===== src/rtl/wb_port_arbiter_pkg.sv =====
// wb_port_arbiter_pkg: shared widths and the queued MDU result record
package wb_port_arbiter_pkg;
   localparam int XLEN = 32;
   localparam int REG_ADDR_W = 5;
   localparam int NREGS = 1 << REG_ADDR_W;
   localparam logic [REG_ADDR_W-1:0] REG_X0 = '0;
   typedef struct packed {
      logic [REG_ADDR_W-1:0] rd;
      logic [XLEN-1:0]       data;
   } wb_entry_t;
endpackage


===== src/rtl/wb_result_fifo.sv =====
// wb_result_fifo: synchronous FIFO of pending MDU writeback results
module wb_result_fifo
   import wb_port_arbiter_pkg::*;
#(
   parameter int DEPTH = 2
) (
   input  logic                   clk,
   input  logic                   rst,
   input  logic                   push,
   input  logic                   pop,
   input  wb_entry_t              din,
   output wb_entry_t              head,
   output logic                   full,
   output logic                   empty,
   output logic [$clog2(DEPTH):0] count
);
   localparam int AW = $clog2(DEPTH);
   wb_entry_t mem [DEPTH];
   logic [AW-1:0] wp, rp;
   assign head  = mem[rp];
   assign full  = count == (AW+1)'(DEPTH);
   assign empty = count == '0;
   always_ff @(posedge clk)
      if (push) mem[wp] <= din;
   // Power-of-two depth lets the pointers wrap by plain overflow
   always_ff @(posedge clk or posedge rst)
      if (rst) begin
         wp    <= '0;
         rp    <= '0;
         count <= '0;
      end else begin
         wp    <= wp + AW'(push);
         rp    <= rp + AW'(pop);
         count <= count + (AW+1)'(push) - (AW+1)'(pop);
      end
endmodule


===== src/rtl/wb_port_arbiter.sv =====
// wb_port_arbiter: shares the register-file write port between writeback and queued MDU results,
// with a starvation-forced drain and a busy scoreboard for decode hazards.
module wb_port_arbiter
   import wb_port_arbiter_pkg::*;
#(
   parameter int FIFO_DEPTH   = 2,
   parameter int STARVE_LIMIT = 4
) (
   input  logic                        clk,
   input  logic                        rst,
   input  logic                        pipe_we,
   input  logic [REG_ADDR_W-1:0]       pipe_rd,
   input  logic [XLEN-1:0]             pipe_data,
   output logic                        pipe_stall,
   input  logic                        mdu_valid,
   output logic                        mdu_ready,
   input  logic [REG_ADDR_W-1:0]       mdu_rd,
   input  logic [XLEN-1:0]             mdu_data,
   input  logic                        issue_valid,
   input  logic [REG_ADDR_W-1:0]       issue_rd,
   input  logic [REG_ADDR_W-1:0]       rs1,
   input  logic [REG_ADDR_W-1:0]       rs2,
   input  logic [REG_ADDR_W-1:0]       dec_rd,
   output logic                        hazard_rs1,
   output logic                        hazard_rs2,
   output logic                        hazard_rd,
   output logic                        rf_we,
   output logic [REG_ADDR_W-1:0]       rf_rd,
   output logic [XLEN-1:0]             rf_wdata,
   output logic [$clog2(FIFO_DEPTH):0] fifo_count
);
   localparam int CW = $clog2(STARVE_LIMIT + 1);
   wb_entry_t head;
   logic full, empty, push, pop, pipe_grant, head_wr;
   logic [CW-1:0] starve;
   logic [NREGS-1:1] busy;
   logic [NREGS-1:0] busy_all, set_mask, clr_mask;
   wb_result_fifo #(.DEPTH(FIFO_DEPTH)) u_fifo (
      .clk   (clk),
      .rst   (rst),
      .push  (push),
      .pop   (pop),
      .din   ({mdu_rd, mdu_data}),
      .head  (head),
      .full  (full),
      .empty (empty),
      .count (fifo_count)
   );
   assign mdu_ready  = !full;
   assign push       = mdu_valid && !full;
   assign pipe_stall = (starve == CW'(STARVE_LIMIT)) && !empty;
   assign pipe_grant = pipe_we && (pipe_rd != REG_X0) && !pipe_stall;
   // An x0 head is still consumed; it just never reaches the register file
   assign pop        = !empty && !pipe_grant;
   assign head_wr    = pop && (head.rd != REG_X0);
   assign rf_we      = pipe_grant || head_wr;
   assign rf_rd      = pipe_grant ? pipe_rd : head_wr ? head.rd : REG_X0;
   assign rf_wdata   = pipe_grant ? pipe_data : head_wr ? head.data : '0;
   assign set_mask   = issue_valid ? NREGS'(1) << issue_rd : '0;
   assign clr_mask   = head_wr ? NREGS'(1) << head.rd : '0;
   assign busy_all   = {busy, 1'b0};
   assign hazard_rs1 = busy_all[rs1];
   assign hazard_rs2 = busy_all[rs2];
   assign hazard_rd  = busy_all[dec_rd];
   always_ff @(posedge clk or posedge rst)
      if (rst) begin
         starve <= '0;
         busy   <= '0;
      end else begin
         starve <= (empty || pop) ? '0 : (starve == CW'(STARVE_LIMIT)) ? starve : starve + 1'b1;
         busy   <= (busy & ~clr_mask[NREGS-1:1]) | set_mask[NREGS-1:1];
      end
endmodule


===== config.mk =====
export PLATFORM = sky130hd
export DESIGN_NAME = wb_port_arbiter
export DESIGN_NICKNAME = d
export VERILOG_FILES = /design/src/rtl/wb_port_arbiter_pkg.sv /design/src/rtl/wb_result_fifo.sv /design/src/rtl/wb_port_arbiter.sv
export SDC_FILE = /design/constraint.sdc
export NUM_CORES = 1
export LEC_CHECK = 0
export ABC_AREA = 0
export CELL_PAD_IN_SITES_DETAIL_PLACEMENT = 1
export CELL_PAD_IN_SITES_GLOBAL_PLACEMENT = 1
export CORE_MARGIN = 4
export CORE_UTILIZATION = 39
export DETAILED_ROUTE_END_ITERATION = 10
export GPL_TIMING_DRIVEN = 0
export PLACE_DENSITY_LB_ADDON = 0.15
export SYNTH_ARGS = -nofsm -noshare
export SYNTH_HDL_FRONTEND = slang
export SYNTH_SLANG_ARGS = --single-unit

===== constraint.sdc =====
create_clock -name clk -period 2.5 [get_ports clk]
set_input_delay 0.375 -clock clk [delete_from_list [all_inputs] [get_ports clk]]
set_output_delay 0.375 -clock clk [all_outputs]
set_load 0.01 [all_outputs]

# Word-level counts from Yosys, hierarchy flattened
# Memory sizes are Yosys's and may differ from the RTL's.
# Index checks and enable logic that the tools add are counted.
totals:
  register_bits: 38
  ram_bits: 74
  in_bits: 99
  out_inout_bits: 45
  elab_cells: 53
  n_memories: 1
op_classes:
  add_sub_neg: 5
  order_cmp: 3
  n_eq_ne: 3
  shift: 2
  muxes: 16
  bitwise_logic: 3
  reduce_logical: 15
mem_list:
  columns: ["name", "depth", "width", "read_ports", "rd_ports_with_merged_regs", "write_ports", "line", "source"]
  rows:
  - ["u_fifo.mem", 2, 37, 1, 0, 1, "wb_result_fifo.sv:18", "wb_entry_t mem [DEPTH];"]
op_table:
  columns: ["op", "count"]
  rows:
  - ["32-bit 2-to-1 mux", 4]
  - ["1-bit by 5-bit << shifter with 32-bit output (first input constant)", 2]
  - ["31-bit AND", 1]
  - ["31-bit inverter", 1]
  - ["31-bit OR", 1]
  - ["5-bit by 6-bit less-than comparator with 1-bit output (second input constant)", 3]
  - ["1-bit binary-select mux with 5-bit select", 3]
  - ["5-bit 2-to-1 mux", 2]
  - ["5-bit nonzero test", 2]
  - ["1-bit logical AND", 6]
  - ["3-bit 2-to-1 mux", 2]
  - ["1-bit 2-to-1 mux", 5]
  - ["1-bit logical NOT", 4]
  - ["3-bit by 1-bit adder with 3-bit output (second input constant)", 1]
  - ["3-bit equality test (second input constant)", 1]
  - ["1-bit adder", 2]
  - ["2-bit by 1-bit adder with 2-bit output", 1]
  - ["2-bit equality test (second input constant)", 1]
  - ["2-bit logical NOT", 1]
  - ["1-bit logical OR", 2]
  - ["2-bit inequality test (second input constant)", 1]
  - ["2-bit by 1-bit subtractor with 2-bit output", 1]

# Depth between registers and ports, before layout
depth:
  word_depth: 12
  mapped_depth: 11
  mapped_depth_nobuf: 10

# Modules after synthesis
# A second synthesis with hierarchy kept.
hier_totals:
  cells_unflattened: 455
  hier_area_um2: 5957.0
by_module_without_submodules:
  columns: ["mod", "instances", "cells_per_inst", "area_each_um2", "seq_area_each_um2"]
  rows:
  - ["wb_port_arbiter", 1, 323, 2992.9, 850.8]
  - ["wb_result_fifo", 1, 132, 2964.1, 2322.2]

# Worst setup path before layout
# OpenSTA, ideal clock, no wires.
synth_path:
  kind: "input port to flip-flop"
  from: "input port pipe_rd[1]"
  to: "register u_fifo.count[1]"
  setup_ns: 0.080
  t_arrival_ns: 2.135
  path_slack_ns: 0.285
  cell_stages: 9
  cell_sequence: "or4_4 o211a_4 buf_6 nor2_1 ha_1 inv_1 ha_1 xnor2_1 xnor2_1"
synth_between:
  elab_chain_cells: 6
synth_lines:
  columns: ["element", "line", "source"]
  rows:
  - ["start: declaration", "wb_port_arbiter.sv:12", "input logic [REG_ADDR_W-1:0] pipe_rd,"]
  - ["5-bit nonzero test", "wb_port_arbiter.sv:52", "assign pipe_grant = pipe_we && (pipe_rd != REG_X0) && !pipe_stall;"]
  - ["1-bit logical AND (2 in series)", "wb_port_arbiter.sv:52", null]
  - ["1-bit logical NOT", "wb_port_arbiter.sv:54", "assign pop = !empty && !pipe_grant;"]
  - ["1-bit logical AND", "wb_port_arbiter.sv:54", null]
  - ["2-bit by 1-bit subtractor with 2-bit output", "wb_result_fifo.sv:34", "count <= count + (AW+1)'(push) - (AW+1)'(pop);"]
  - ["end signal: assignment", "wb_result_fifo.sv:34", null]
  - ["end: declaration", "wb_result_fifo.sv:15", "output logic [$clog2(DEPTH):0] count"]
# No other way between the ends.
# A chain may end at the register's enable or synchronous reset.

# Worst setup path after layout
layout_path:
  from: "register u_fifo.rp"
  to: "output port rf_wdata[9]"
layout_between:
  elab_chain_cells: 5
layout_lines:
  columns: ["element", "line", "source"]
  rows:
  - ["start: declaration", "wb_result_fifo.sv:19", "logic [AW-1:0] wp, rp;"]
  - ["start signal: assignment", "wb_result_fifo.sv:33", "rp <= rp + AW'(pop);"]
  - ["memory read 2 x 37 bit (*)", null, null]
  - ["5-bit nonzero test", "wb_port_arbiter.sv:55", "assign head_wr = pop && (head.rd != REG_X0);"]
  - ["1-bit logical AND", "wb_port_arbiter.sv:55", null]
  - ["32-bit 2-to-1 mux (*) (2 in series)", "wb_port_arbiter.sv:58", "assign rf_wdata = pipe_grant ? pipe_data : head_wr ? head.data : '0;"]
  - ["end: declaration", "wb_port_arbiter.sv:29", "output logic [XLEN-1:0] rf_wdata,"]
# Every way passes the cells marked *; elsewhere a longest branch is shown, timed or not.

==> results.py <==
metrics = {
    "run_status": {
        "outcome": "complete, but fails checks",
        "violations": "setup timing",
    },
    "setup_path": {
        "crit_path_start_kind": "flip-flop",
        "critPathKind": "flip-flop to output pin",
        "crit_path_max_fanout": 7,
        "reg2reg_depth": 12,
        "required_ps": 2120,
        "cp.arrival_ps": 2260,
        "cp-end-kind": "output pin",
    },
    "cts": {
        "cts.sinks": 112,
        "clockBufferDepth": 2,
        "cts_tree": "yes",
        "cts-root-buf": "clkbuf_16",
        "path_clk_slew_ps": 70,
        "cts_made_buffers": 9,
        "clock_latency_ps": 360,
        "htree_levels": 3,
    },
    "min_path": {
        "whs_path_depth": 3,
        "hp-class": "input port to flip-flop",
    },
    "sta": {
        "hold_ws_ps": 414.1,
        "finalHoldViolations": 0,
        "setup_viol": 36,
        "rsz0062_at_grt": "true",
        "slew_headroom": 0.2810,
        "slew_viol_final": 0,
        "tightest_slew_ps": 1076,
        "clock_skew_ps": 13.80,
        "fmax_mhz": 379.8,
        "finalCriticalPeriod_ps": 2633,
        "setup_ws_ps": -133.2,
        "finalCritPeriodShare": 1.053,
    },
    "die": {
        "start_util": 0.4001,
        "die_area_sq_mm": 0.01705,
        "die_w_um": 130.6,
        "row_count": 44,
        "pin_count": 144,
        "fp.dieH_um": 130.6,
        "core-area_sq_mm": 0.01464,
    },
    "route": {
        "vias": 4860,
        "drt-wirelength-per-cell_um": 21.33,
        "drtAntennaViolNets": 0,
        "drt-vias-per-instance": 5.618,
        "drcViolationCount": 0,
        "dr.pass1.iters": 4,
        "drt_iter0_drc": 214,
        "finalWirelength_um": 18450,
    },
    "synth": {
        "ys.flop_type": "edfxtp_1",
        "syn-num-nets": 621,
        "synth_edf_count": 74,
        "synthesis.area_sq_mm": 0.005859,
        "postSynthAreaPerCell_sq_um": 11.36,
        "ys_seq_area_frac": 0.5415,
        "synth_cell_types": 44,
        "ys_ff_latch": 112,
        "netlist_instances": 516,
        "async_reset_ff_frac": 0.3393,
        "yosys_warnings": 0,
    },
    "global_route": {
        "grt-ovfl-total": 0,
        "grt_pass1_wl_um": 28570,
        "track_usage": 0.2183,
        "antenna_found_initial": 0,
        "grt_pass1_vias": 5469,
        "grt_max_degree": 39,
    },
    "place": {
        "dp_hpwl_um": 13420,
        "finalWeightedCongestion": 0.8711,
        "io_buffers": 134,
    },
    "cells_and_area": {
        "area_delta_synth_final_pct": 36.62,
        "fin_nets": 782,
        "insertedDiodeCount": 0,
        "fill_cells": 1534,
        "drive_gt1_frac": 0.2085,
    },
    "pwr": {
        "p_comb_frac": 0.424,
        "power_frac_clock": 0.187,
        "p_sw_frac": 0.3795,
        "ir_worst_vdd_uv": 615.0,
        "finalPower_mw": 7.931,
        "p_int_mw": 4.921,
        "p_seq_frac": 0.389,
        "leakage_nw": 3.221,
        "p_sw_mw": 3.010,
        "power_density_mw_per_mm2": 990.7,
    },
    "run": {
        "drv_cap": 0,
    },
}
worst max-delay path, stage by stage (launching register included):
cell and delay, ps:
dfrtp_2 450, or3_4 420, o21a_4 140, o311ai_4 270, buf_6 200, buf_6 120
buf_8 110, o21ai_1 60, buf_2 140
layout by cell type (no fill, tap or decap), types with 15 or more instances in the layout:
cell,synthesis,routed
buf_2,5,34
buf_6,4,18
clkdlybuf4s50_1,0,87
dfrtp_1,38,37
edfxtp_1,74,74
mux2i_1,61,61
nand2_1,104,102
nor2_1,16,15
o21ai_2,0,23
o41ai_1,31,31
cells in the mapped netlist, types with 5 or more instances:
cell | count | share of area
inv_1 | 15 | 0.0096
nand3_1 | 14 | 0.012
edfxtp_1 | 74 | 0.38
nor3b_1 | 5 | 0.0064
nor2b_1 | 8 | 0.0085
a21oi_1 | 11 | 0.0094
mux4_2 | 9 | 0.035
nand2_1 | 104 | 0.067
o41ai_1 | 31 | 0.046
dfrtp_1 | 38 | 0.16
ha_1 | 6 | 0.013
nand2b_1 | 8 | 0.0085
nor2_1 | 16 | 0.010
o21ai_1 | 37 | 0.032
buf_2 | 5 | 0.0043
clkbuf_1 | 14 | 0.0090
mux2i_1 | 61 | 0.10
a22oi_1 | 6 | 0.0077
layer usage:
metal,part of all wire,GRT usage
met5,0,0
met1,0.41,0.2659
met2,0.52,0.3840
met4,0.026,0.08772
met3,0.051,0.03780
area by class of cell:
class                   instances  area [sq um]  area share
inverters                      15         56.30    0.007033
clock buffers                   9         225.2     0.02813
multi-input cells             359          2648      0.3307
flip-flops and latches        112          3174      0.3965
plain buffers                  27         207.7     0.02595
clock inverters                 6         80.08     0.01000
well taps                     184         230.2     0.02876
repair buffers                153          1384      0.1729
path summary, 6_finish.rpt:
kind	slack [ps]	start	endpoint
worst max-delay path	-130	u_fifo.rp	rf_wdata[9]
worst min-delay path	410	issue_rd[3]	busy[14]
worst max register to register	180	starve[0]	u_fifo.count[1]
worst min register to register	470	starve[0]	starve[0]
max in group asynchronous	1410	rst	u_fifo.rp
min in group asynchronous	510	rst	starve[1]
metrics by stage:
| stage | setup WS (ps) | cell area [sq um] | cells | TNS (ps) | utilization |
|---|---|---|---|---|---|
| final | -133.2 | 8005 | 865 | -2279 | 0.5467 |
| after global routing | -219.7 | 8005 | 865 | -5231 | 0.5467 |
| after CTS | -155.5 | 8040 | 867 | -3529 | 0.5490 |
| after detailed placement | -725.7 | 7476 | 836 | -26280 | 0.5105 |
| after global placement | -731.2 | 7431 | 834 | -54430 | 0.5074 |
| after floorplan | 285.3 | 5859 | 516 | 0 | - |
kinds of logic (layout without fill, tap and decap cells):
family          after synthesis  count (layout)  synth area share
simple gates                169             169            0.1281
flops                       112             112            0.5415
compound gates              109             109            0.1339
mux                          71              71            0.1407
buf+inv                      45             210           0.03694
fa+ha+maj                     6               6           0.01281
xor+xnor                      4               4          0.005980
power groups by stage:
stage | Combinational [mW] | Clock, mW | Sequential (mW)
2_1_floorplan | 1.92 | 0 | 2.93
3_3_place_gp | 3.02 | 0 | 3.08
3_5_place_dp | 3.18 | 0 | 3.10
4_1_cts | 3.48 | 1.51 | 3.07
5_1_grt | 3.66 | 1.60 | 3.16
6_report | 3.36 | 1.49 | 3.08
registers in the layout (all words and copies together) (netlist names):
signal        flops
starve            3
u_fifo.wp         1
u_fifo.rp         1
u_fifo.mem       74
busy             31
u_fifo.count      2
what timing repair did:
item	in CTS	in global routing
cloned	3	0
gates resized for setup	235	11
hold buffers	0	0
pin swaps	31	6
setup endpoints to repair	42	38
buffers inserted	15	3
endpoints found under the hold margin	0	0
Note: power is estimated with default switching activity, not from simulation.
==> variant (config.mk and constraints unchanged) <==
Change the parameter `FIFO_DEPTH` from 2 to 4.
--- a/src/rtl/wb_port_arbiter.sv
+++ b/src/rtl/wb_port_arbiter.sv
@@ -4,5 +4,5 @@
    import wb_port_arbiter_pkg::*;
 #(
-   parameter int FIFO_DEPTH   = 2,
+   parameter int FIFO_DEPTH   = 4,
    parameter int STARVE_LIMIT = 4
 ) (
Ports: changed (resized fifo_count); port bits go from 144 to 145. No check against the original RTL was run, so the function may have changed too.
==> variant against the original RTL <==
  * Hold slack gained 0.048 ns
  * Area after synthesis grew 48%
  * Fmax shrank 9.2%
  * Synthesized cell count grew 3.5%
  * Final area grew 43%
  * The flow still finishes with violations (negative setup slack)
  * Sequential cell count grew 77
  * Setup slack lost 0.27 ns
  * Critical endpoint is now rf_wdata[21]
  * Global-route usage shrank 1.9 points
  * Total power grew 62%
  * Wire length grew 27%
==> variant: results <==
[cells_and_area]
multi_input_area_um2 = 3141
clock_buffers = 18
drive_gt1_share_pct = 30.27
nets = 833
n_all_buffers = 207
fillers = 2100
multi_input_cells = 302
layout.nonclk_buf_share_pct = 16.01
seq_area_share_pct = 47.89

[placed_design]
io_buffers = 135
dp_hpwl_um = 16090

[synth]
syn-num-nets = 640
synth_area_leaders = edfxtp_1 (51%), mux4_2 (15%), dfrtp_1 (12%)
synth_top_area_share_pct = 51.41
ys_types = 46
avgSynthCellArea_um2 = 16.19
synth_edf_count = 148

[global_routing]
grt_pass1_vias = 6510
met1_usage_pct = 24.96

[critical_path]
reg2reg_slack_ns = 0.05
startpoint = u_fifo.rp[0]
crit_path_end = rf_wdata[21]
cp.arrival_ns = 2.53
reg2reg_depth = 10
cp_slowest_cell = mux4_2

[timing]
finalSetupViolations = 38
setup_tns_ns = -13.00
skew_ns = 0.01691
worst_slack_ns = -0.4002
hold_slack_ns = 0.4618
slew_headroom_pct = 40.23

[clocking]
cts_resized = 223
clock_latency_ns = 0.43
cts.sinks = 189
cts_buffers = 17

[route]
wire_per_inst_um = 22.90
top_layer_used = met5
drt_pre_antenna_iters = 5
num_vias = 5716
wl_met1_um = 9177
drtIter0Drc = 386

[run_status]
violations = negative setup slack
status = complete, but fails checks

[pwr]
max-vdd-ir-drop_mv = 0.5156
[variant: changes by cell type in the layout (fill, tap and decap cells not counted), sizes merged, moves of 10 or more]
cell / before / now
nor2: 16 / 38
nand2: 104 / 14
mux2i: 61 / 6
buf: 70 / 91
o21ai: 37 / 15
mux4: 9 / 58
edfxtp: 74 / 148
a22o: 0 / 37
o41ai: 31 / 2
nor3: 2 / 23
o22a: 0 / 10
clkbuf: 22 / 37
[variant: logic make-up (layout without fill, tap and decap cells)]
kind of cell	Yosys count	in the layout	share of synthesized area, %
and+or+nand+nor	123	123	7.570
xor gates and xnor gates	5	5	0.5067
adders and majority gates	7	7	1.100
buffers and inverters	43	249	2.186
DFF	189	189	63.28
muxes	67	67	16.20
AOI/OAI and AO/OA	100	100	9.162
[variant: power groups by stage]
stage               logic [mW]  clock network [mW]  registers, mW
floorplan                 3.03                   0           4.63
global placement          4.65                   0           4.76
detailed placement        4.88                   0           4.81
CTS                       5.44                2.75           4.72
global route              5.83                2.90           4.81
finish                    5.41                2.68           4.72
